<file path="src/rtl/grid_io_tile_multi.sv">
// Configurable I/O tile: serial config chain loads per-pad direction/invert bits into shadow registers.
// Optional macro GRID_IO_INPAD_REG_EN registers pin_inpad (one cycle latency); default is combinational.
module grid_io_tile_multi #(
    parameter int NUM_PADS = 4
) (
    input  logic                prog_clk,
    input  logic                prog_reset,
    input  logic                ccff_en,
    input  logic                ccff_head,
    output logic                ccff_tail,
    output logic                cfg_done,
    input  logic [NUM_PADS-1:0] gfpga_pad_EMBEDDED_IO_SOC_IN,
    output logic [NUM_PADS-1:0] gfpga_pad_EMBEDDED_IO_SOC_OUT,
    output logic [NUM_PADS-1:0] gfpga_pad_EMBEDDED_IO_SOC_DIR,
    input  logic [NUM_PADS-1:0] pin_outpad,
    output logic [NUM_PADS-1:0] pin_inpad
);
    localparam int CFG_BITS = 2 * NUM_PADS;
    localparam int CNT_W    = $clog2(CFG_BITS + 1);

    typedef enum logic [1:0] {UNCFG = 2'd0, SHIFT = 2'd1, CFG = 2'd2} state_t;

    state_t                state_q, state_d;
    logic [CNT_W-1:0]      count_q, count_d;
    logic [CFG_BITS-1:0]   chain_q, chain_d;
    logic [NUM_PADS-1:0]   act_dir_q, act_dir_d;
    logic [NUM_PADS-1:0]   act_inv_q, act_inv_d;
    logic                  cfg_valid_q, cfg_valid_d;
    logic                  cfg_done_q, cfg_done_d;
    logic                  load_done;
    logic [NUM_PADS-1:0]   soc_dir;
    logic [NUM_PADS-1:0]   inpad_comb;

    always_comb begin
        state_d     = state_q;
        count_d     = count_q;
        chain_d     = chain_q;
        act_dir_d   = act_dir_q;
        act_inv_d   = act_inv_q;
        cfg_valid_d = cfg_valid_q;
        cfg_done_d  = cfg_done_q;
        load_done   = 1'b0;
        if (ccff_en) begin
            chain_d = {chain_q[CFG_BITS-2:0], ccff_head};
            case (state_q)
                UNCFG, CFG: begin
                    state_d = SHIFT;
                    count_d = CNT_W'(1);
                end
                SHIFT: begin
                    if (count_q == CNT_W'(CFG_BITS - 1)) begin
                        state_d   = CFG;
                        count_d   = '0;
                        load_done = 1'b1;
                    end else begin
                        count_d = count_q + CNT_W'(1);
                    end
                end
                default: begin
                    state_d = UNCFG;
                    count_d = '0;
                end
            endcase
        end
        // Shadow registers only change when a full load completes, so a reload never glitches the pads.
        if (load_done) begin
            for (int i = 0; i < NUM_PADS; i++) begin
                act_dir_d[i] = chain_d[2*i];
                act_inv_d[i] = chain_d[2*i+1];
            end
            cfg_valid_d = 1'b1;
            cfg_done_d  = 1'b1;
        end
    end

    always_ff @(posedge prog_clk) begin
        if (prog_reset) begin
            state_q     <= UNCFG;
            count_q     <= '0;
            chain_q     <= '0;
            act_dir_q   <= '0;
            act_inv_q   <= '0;
            cfg_valid_q <= 1'b0;
            cfg_done_q  <= 1'b0;
        end else begin
            state_q     <= state_d;
            count_q     <= count_d;
            chain_q     <= chain_d;
            act_dir_q   <= act_dir_d;
            act_inv_q   <= act_inv_d;
            cfg_valid_q <= cfg_valid_d;
            cfg_done_q  <= cfg_done_d;
        end
    end

    always_comb begin
        soc_dir    = act_dir_q & {NUM_PADS{cfg_valid_q}};
        inpad_comb = (gfpga_pad_EMBEDDED_IO_SOC_IN ^ act_inv_q) & ~soc_dir & {NUM_PADS{cfg_valid_q}};
    end

    assign gfpga_pad_EMBEDDED_IO_SOC_DIR = soc_dir;
    assign gfpga_pad_EMBEDDED_IO_SOC_OUT = (pin_outpad ^ act_inv_q) & soc_dir;
    assign ccff_tail                     = chain_q[CFG_BITS-1];
    assign cfg_done                      = cfg_done_q;

`ifdef GRID_IO_INPAD_REG_EN
    logic [NUM_PADS-1:0] inpad_q, inpad_d;

    always_comb inpad_d = inpad_comb;

    always_ff @(posedge prog_clk) begin
        if (prog_reset) inpad_q <= '0;
        else            inpad_q <= inpad_d;
    end

    assign pin_inpad = inpad_q;
`else
    assign pin_inpad = inpad_comb;
`endif

endmodule
</file>
<file path="config.mk">
export PLATFORM = sky130hd
export DESIGN_NAME = grid_io_tile_multi
export DESIGN_NICKNAME = d
export VERILOG_FILES = /design/src/rtl/grid_io_tile_multi.sv
export SDC_FILE = /design/constraint.sdc
export NUM_CORES = 1
export LEC_CHECK = 0
export ABC_CLOCK_PERIOD_IN_PS = 1800
export CAP_MARGIN = 0
export CORE_MARGIN = 2
export CORE_UTILIZATION = 42
export CTS_CLUSTER_SIZE = 20
export DETAILED_ROUTE_END_ITERATION = 12
export PLACE_DENSITY = 0.69
export SKIP_CTS_REPAIR_TIMING = 1
export SLEW_MARGIN = 15
export SYNTH_ARGS = -nofsm -noshare
export SYNTH_HDL_FRONTEND = slang
export SYNTH_SLANG_ARGS = --single-unit
</file>
<file path="constraint.sdc">
create_clock -name prog_clk -period 1.8 [get_ports prog_clk]
set_input_delay 0.18 -clock prog_clk [delete_from_list [all_inputs] [get_ports prog_clk]]
set_output_delay 0.18 -clock prog_clk [all_outputs]
set_load 0.01 [all_outputs]
</file>
==> results of run 1 <==
## cells by family after synthesis
| logic type | after synthesis | share of synthesized area, % |
|---|---|---|
| xor gates and xnor gates | 9 | 7.42 |
| and+or+nand+nor | 44 | 24.7 |
| buffers and inverters | 6 | 2.59 |
| muxes | 16 | 16.0 |
| adders and majority gates | 1 | 1.18 |
| AOI/OAI and AO/OA | 8 | 4.71 |
| DFF | 23 | 43.3 |
## how the worst max path moves through the flow
stage,from,end,slack [ps]
CTS,cfg_done,gfpga_pad_EMBEDDED_IO_SOC_OUT[2],-60
floorplan,count_q[0],act_dir_q[0],130
global route,cfg_done,gfpga_pad_EMBEDDED_IO_SOC_OUT[2],2
global placement,ccff_en,act_dir_q[1],130
detailed placement,ccff_en,act_dir_q[1],130
finish,act_inv_q[2],pin_inpad[2],80
## state kept, by name, summed over array words and instances, names as in the netlist
| name | cells |
|---|---|
| act_dir_q | 4 |
| act_inv_q | 4 |
| cfg_done | 1 |
| chain_q | 8 |
| count_q | 4 |
| state_q | 2 |
## layout by cell type, fill, tap and decap left out, types with 2 or more instances in the layout
master,n
mux2i_1,8
dfxtp_2,3
nor2b_1,9
buf_4,6
o21ba_2,2
mux2_2,8
clkdlybuf4s50_1,22
xor2_1,5
and2_1,8
nor2_1,12
dfxtp_1,19
dlymetal6s2s_1,3
xnor2_1,4
a21oi_1,5
nor3_1,3
nor3b_1,5
clkbuf_4,3
nand2_1,2
## area by class of cell
cell class | count | area, um2 | share of cell area [%]
Clock buffer | 3 | 22.5 | 1.59
Clock inverter | 1 | 5.00 | 0.353
Inverter | 2 | 7.51 | 0.530
Multi-Input combinational cell | 78 | 574 | 40.5
Sequential cell | 23 | 468 | 33.0
Tap cell | 30 | 37.5 | 2.65
Timing Repair Buffer | 31 | 303 | 21.4
## worst max-delay path, delay by kind of cell (launching register included)
family,cells,cell delay [ps]
XOR/XNOR,1,90
buffers and inverters,1,570
flip-flops,1,400
AND/OR/NAND/NOR,1,180
## where the power goes
| group | switching, W | internal (W) |
|---|---|---|
| Sequential | 0.00000488 | 0.000514 |
| Combinational | 0.0000320 | 0.0000434 |
| Clock | 0.000151 | 0.0000833 |
## per-layer routing
layer / part of all wire, % / global-route usage, %
met3: 4.4 / 4.10
met4: 2.1 / 7.50
met1: 49 / 20.3
met2: 45 / 24.5
met5: 0 / 0
## stage by stage
stage                     hold WS (ps)  worst slack [ps]  area [um2]  util, %  TNS [ps]
after detailed placement           481               131        1380     56.5         0
after CTS                          492             -64.8        1400     57.7      -205
after global placement             478               133        1380     56.5         0
after global routing               517              2.49        1420     58.3         0
after floorplan                    356               125        1060        -         0
final                              490              78.9        1420     58.3         0
==> qor.yml, run 1 <==
num_rows: 18
die_area_um2: 2950
maxSlewHeadroom_pct: 84.5
worstMarginPinSlew_ps: 232
required_ps: 1620
first_pass_iters: 3
cts_max_level: 1
antenna_cells: 0
die_w_um: 54.3
wl_mm: 1.95
clkLatencyLatePin_ps: 320
yosysSeqAreaShare_pct: 43.3
hold_viol: 0
antenna_found_initial: 0
cts_tree: "built"
synth_edf_count: 0
hp-class: "input port to flop"
slew_viol_final: 0
min_from: "ccff_head"
yosys-top-cells-count: "23 x dfxtp_1, 12 x nor2_1, 9 x nor2b_1"
cts_root_buffer: "clkbuf_4"
wire_per_inst_um: 11.6
timing.final.crit_period_ps: 1720
whs_endpoint: "chain_q[0]"
slowest_delay_ps: 570
num-fill-cells: 221
clk_pin_slew_ps: 120
fin_crit_sh_pct: 95.6
rr_endpoint: "act_dir_q[1]"
synth_nets: 120
vias_per_cell: 4.86
via_count: 817
outcome: "finished, final reports clean"
port_buffers: 25
slowest_stage: "clkdlybuf4s50_1"
grt_max_degree: 24
syn_to_final_growth_pct: 33.5
power_w: 0.000829
yosysTopAreaCell: "dfxtp_1"
r2r-start: "count_q[1]"
grt_usage_pct: 15.8
synth_cell_types: 25
start_util_pct: 43.7
worstSetupPathType: "flop to primary output"
yosysTopAreaCellShare_pct: 43.3
r2r_setup_slack_ps: 170
whs_path_depth: 3
start_kind: "flop"
synth_warnings: 0
syn_area_per_cell_um2: 9.93
final_layout_size_suffix_gt1_share_pct: 18.8
ant_nets: 0
pwr_density_cell_nw_per_um2: 585
synthArstFlopShare_pct: 0
place_congestion: 0.609
dieHeight_um: 54.3
cp.arrival_ps: 1540
fin_cells: 168
endpoint_kind: "primary output"
synth_area_um2: 1060
setup_viol_count_final: 0
worstPathMaxFanout: 3
dp.cells: 164
drc_errors: 0
ys_ff_latch: 23
vdd.ir_drop.worst_v: 0.000365
rsz0062_at_grt: "false"
finClkSkew_ps: 8.96
place_hpwl_mm: 1.41
ios: 26
cts.sinks: 23
crit_chain: "xnor2_1 > nor3b_1 > clkdlybuf4s50_1"
syn_inst: 107
cts_buffers: 3
ys_top_cells_by_area: "dfxtp_1 43%, mux2_2 8.5%, mux2i_1 7.5%, nor2b_1 5.3%, and2_1 4.7%"
max_cap_violations: 0
first_global_vias: 764
fmax_mhz: 581
drt-initial-drc-count: 3
clockBufferDepth: 2
core_um2: 2430
synthFlopType: "dfxtp_1"
leakage_nw: 0.617
yosysMostFrequentCell: "dfxtp_1"
grt_overflow: 0
reg2regPathDepth: 5
grt_pass1_wl_mm: 3.28
nets: 152
No activity file was read; power rests on OpenSTA's default activity.
==> run 2: changes to the inputs <==
--- a/config.mk
+++ b/config.mk
@@ -7,3 +7,2 @@
 export LEC_CHECK = 0
-export ABC_CLOCK_PERIOD_IN_PS = 1800
 export CAP_MARGIN = 0
==> constraint.sdc (replaced) <==
create_clock -name prog_clk -period 1.8 [get_ports prog_clk]
set_input_delay 0.27 -clock prog_clk [delete_from_list [all_inputs] [get_ports prog_clk]]
set_output_delay 0.27 -clock prog_clk [all_outputs]
set_load 0.01 [all_outputs]
==> qor.yml, run 2 (synthesized netlist as in run 1, its figures left out) <==
outcome: "finished, final reports clean"
first_global_vias: 747  # -2.2%
core_um2: 2430  # unchanged
vdd.ir_drop.worst_v: 0.000409  # +12%
setup.worst_path.start: "cfg_done"
largest_reg_flops: 8  # unchanged
die_w_um: 54.3  # unchanged
ant_nets: 0  # unchanged
largest-register: "chain_q"
worstMarginPinSlew_ps: 226  # -6.04 ps
maxSlewHeadroom_pct: 84.9  # +0.40 points
worstSetupPathType: "flop to primary output"
rsz0062_at_grt: "false"
ios: 26  # unchanged
timing.final.crit_period_ps: 1670  # -53.4 ps
p_int_w: 0.000642  # +0.20%
vias_per_cell: 4.83  # -0.76%
p_seq_share_pct: 63.1  # +0.5 points
wire_per_inst_um: 11.8  # +1.6%
p_sw_w: 0.000182  # -3.2%
p_clk_share_pct: 28.1  # -0.2 points
multi_input_area_um2: 574  # unchanged
grt_overflow: 0  # unchanged
die_area_um2: 2950  # unchanged
cp.arrival_ps: 1400  # -140 ps
power_w: 0.000824  # -0.58%
grt_pass1_wl_mm: 3.18  # -3.2%
antenna_found_initial: 0  # unchanged
wl_mm: 1.97  # +1.0%
worstPathMaxFanout: 10  # +7
r2r-start: "count_q[0]"
antenna_cells: 0  # unchanged
fmax_mhz: 600  # +3.2%
max_cap_violations: 0  # unchanged
grt_usage_pct: 14.9  # -0.91 points
mostFrequentLayoutCell: "dfxtp_1"
finClkSkew_ps: 1.90  # -7.06 ps
setup_ws_ps: 132  # +53.4 ps
place_ws_ps: -69.4  # -201 ps
slew_viol_final: 0  # unchanged
grt-busiest-layer: "met2"
port_buffers: 25  # unchanged
num-fill-cells: 222  # +0.45%
pwr_density_cell_nw_per_um2: 579  # -0.93%
start_kind: "flop"
cts.sinks: 23  # unchanged
first_pass_iters: 3  # unchanged
leakage_nw: 0.704  # +14%
drt-initial-drc-count: 5  # +2
grt.met1_usage_pct: 19.2  # -1.2 points
cts_buffers: 3  # unchanged
syn_to_final_growth_pct: 33.9
min_from: "count_q[1]"
required_ps: 1530  # -90 ps
fin_crit_sh_pct: 92.6  # -3.0 points
clkLatencyLatePin_ps: 300  # -20 ps
place_hpwl_mm: 1.47  # +3.7%
cts_tree: "built"
clk_pin_slew_ps: 120  # about the same
endpoint_kind: "primary output"
clockBufferDepth: 2  # unchanged
place_congestion: 0.616  # +1.1%
globalRouteMet3Util_pct: 2.73  # -1.4 points
nets: 151  # -0.66%
dieHeight_um: 54.3  # unchanged
final_cell_mix: "18 x dfxtp_1, 17 x clkdlybuf4s50_1, 12 x nor2_1, 9 x nor2b_1"
seq_area_um2: 469  # +0.27%
met2_usage_pct: 24.3  # -0.20 points
hold_viol: 0  # unchanged
drc_errors: 0  # unchanged
start_util_pct: 43.7  # unchanged
cts_max_level: 1  # unchanged
comb_power_share_pct: 8.8  # -0.3 points
cts_root_buffer: "clkbuf_4"
final_layout_size_suffix_gt1_share_pct: 18.2  # -0.59 points
grt_max_degree: 24  # unchanged
num_rows: 18  # unchanged
hp-class: "flop to flop"
via_count: 806  # -1.3%
p_sw_share_pct: 22.1  # -0.61 points
setup_viol_count_final: 0  # unchanged
[run 2: changes by cell type in the layout (fill, tap and decap cells not counted), sizes merged]
cell,change
buf,-1
clkbuf,+1
clkdlybuf4s50,-5
clkinv,-1
dlymetal6s2s,+5
[run 2: final timing paths]
check             cells after the start                                to  slack [ps]
setup / recovery                      2  gfpga_pad_EMBEDDED_IO_SOC_DIR[0]         130
hold / removal                        2                        count_q[1]         510
setup reg to reg                      5                      act_inv_q[0]         140
hold reg to reg                       2                        count_q[1]         510
[run 2: power groups by stage]
stage                     sequential (W)  clock (W)  combinational, W
after floorplan                 0.000531          0         0.0000396
after global placement          0.000533          0         0.0000710
after detailed placement        0.000533          0         0.0000733
after CTS                       0.000521   0.000242         0.0000736
after global routing            0.000521   0.000264         0.0000802
final                           0.000520   0.000232         0.0000727
[run 2: metal layers]
layer,part of all wire [%],vias to the layer above
li1,-,422
met1,48,366
met2,46,16
met3,4.4,2
met4,1.2,0
met5,0,-
[run 2: area by class of cell]
type                       instances  area share [%]
clock buffer                       4            1.85
sequential                        23            33.0
inverter                           2           0.528
tap                               30            2.64
multi-input combinational         78            40.4
timing repair buffer              30            21.6
[run 2: worst max-delay path: stages (launching register included)]
cell and delay [ps]:
dfxtp_4 410, and2_1 150, clkdlybuf4s50_1 530
[run 2: through the flow]
step                      hold WS (ps)  TNS (ps)  std cells  area, um2  utilization (%)
after global placement             477     -46.2        163       1370             56.2
after global routing               531         0        167       1420             58.5
after floorplan                    446         0        107       1060                -
after detailed placement           492      -264        163       1370             56.2
after CTS                          510     -1280        167       1390             57.3
final                              507         0        167       1420             58.5
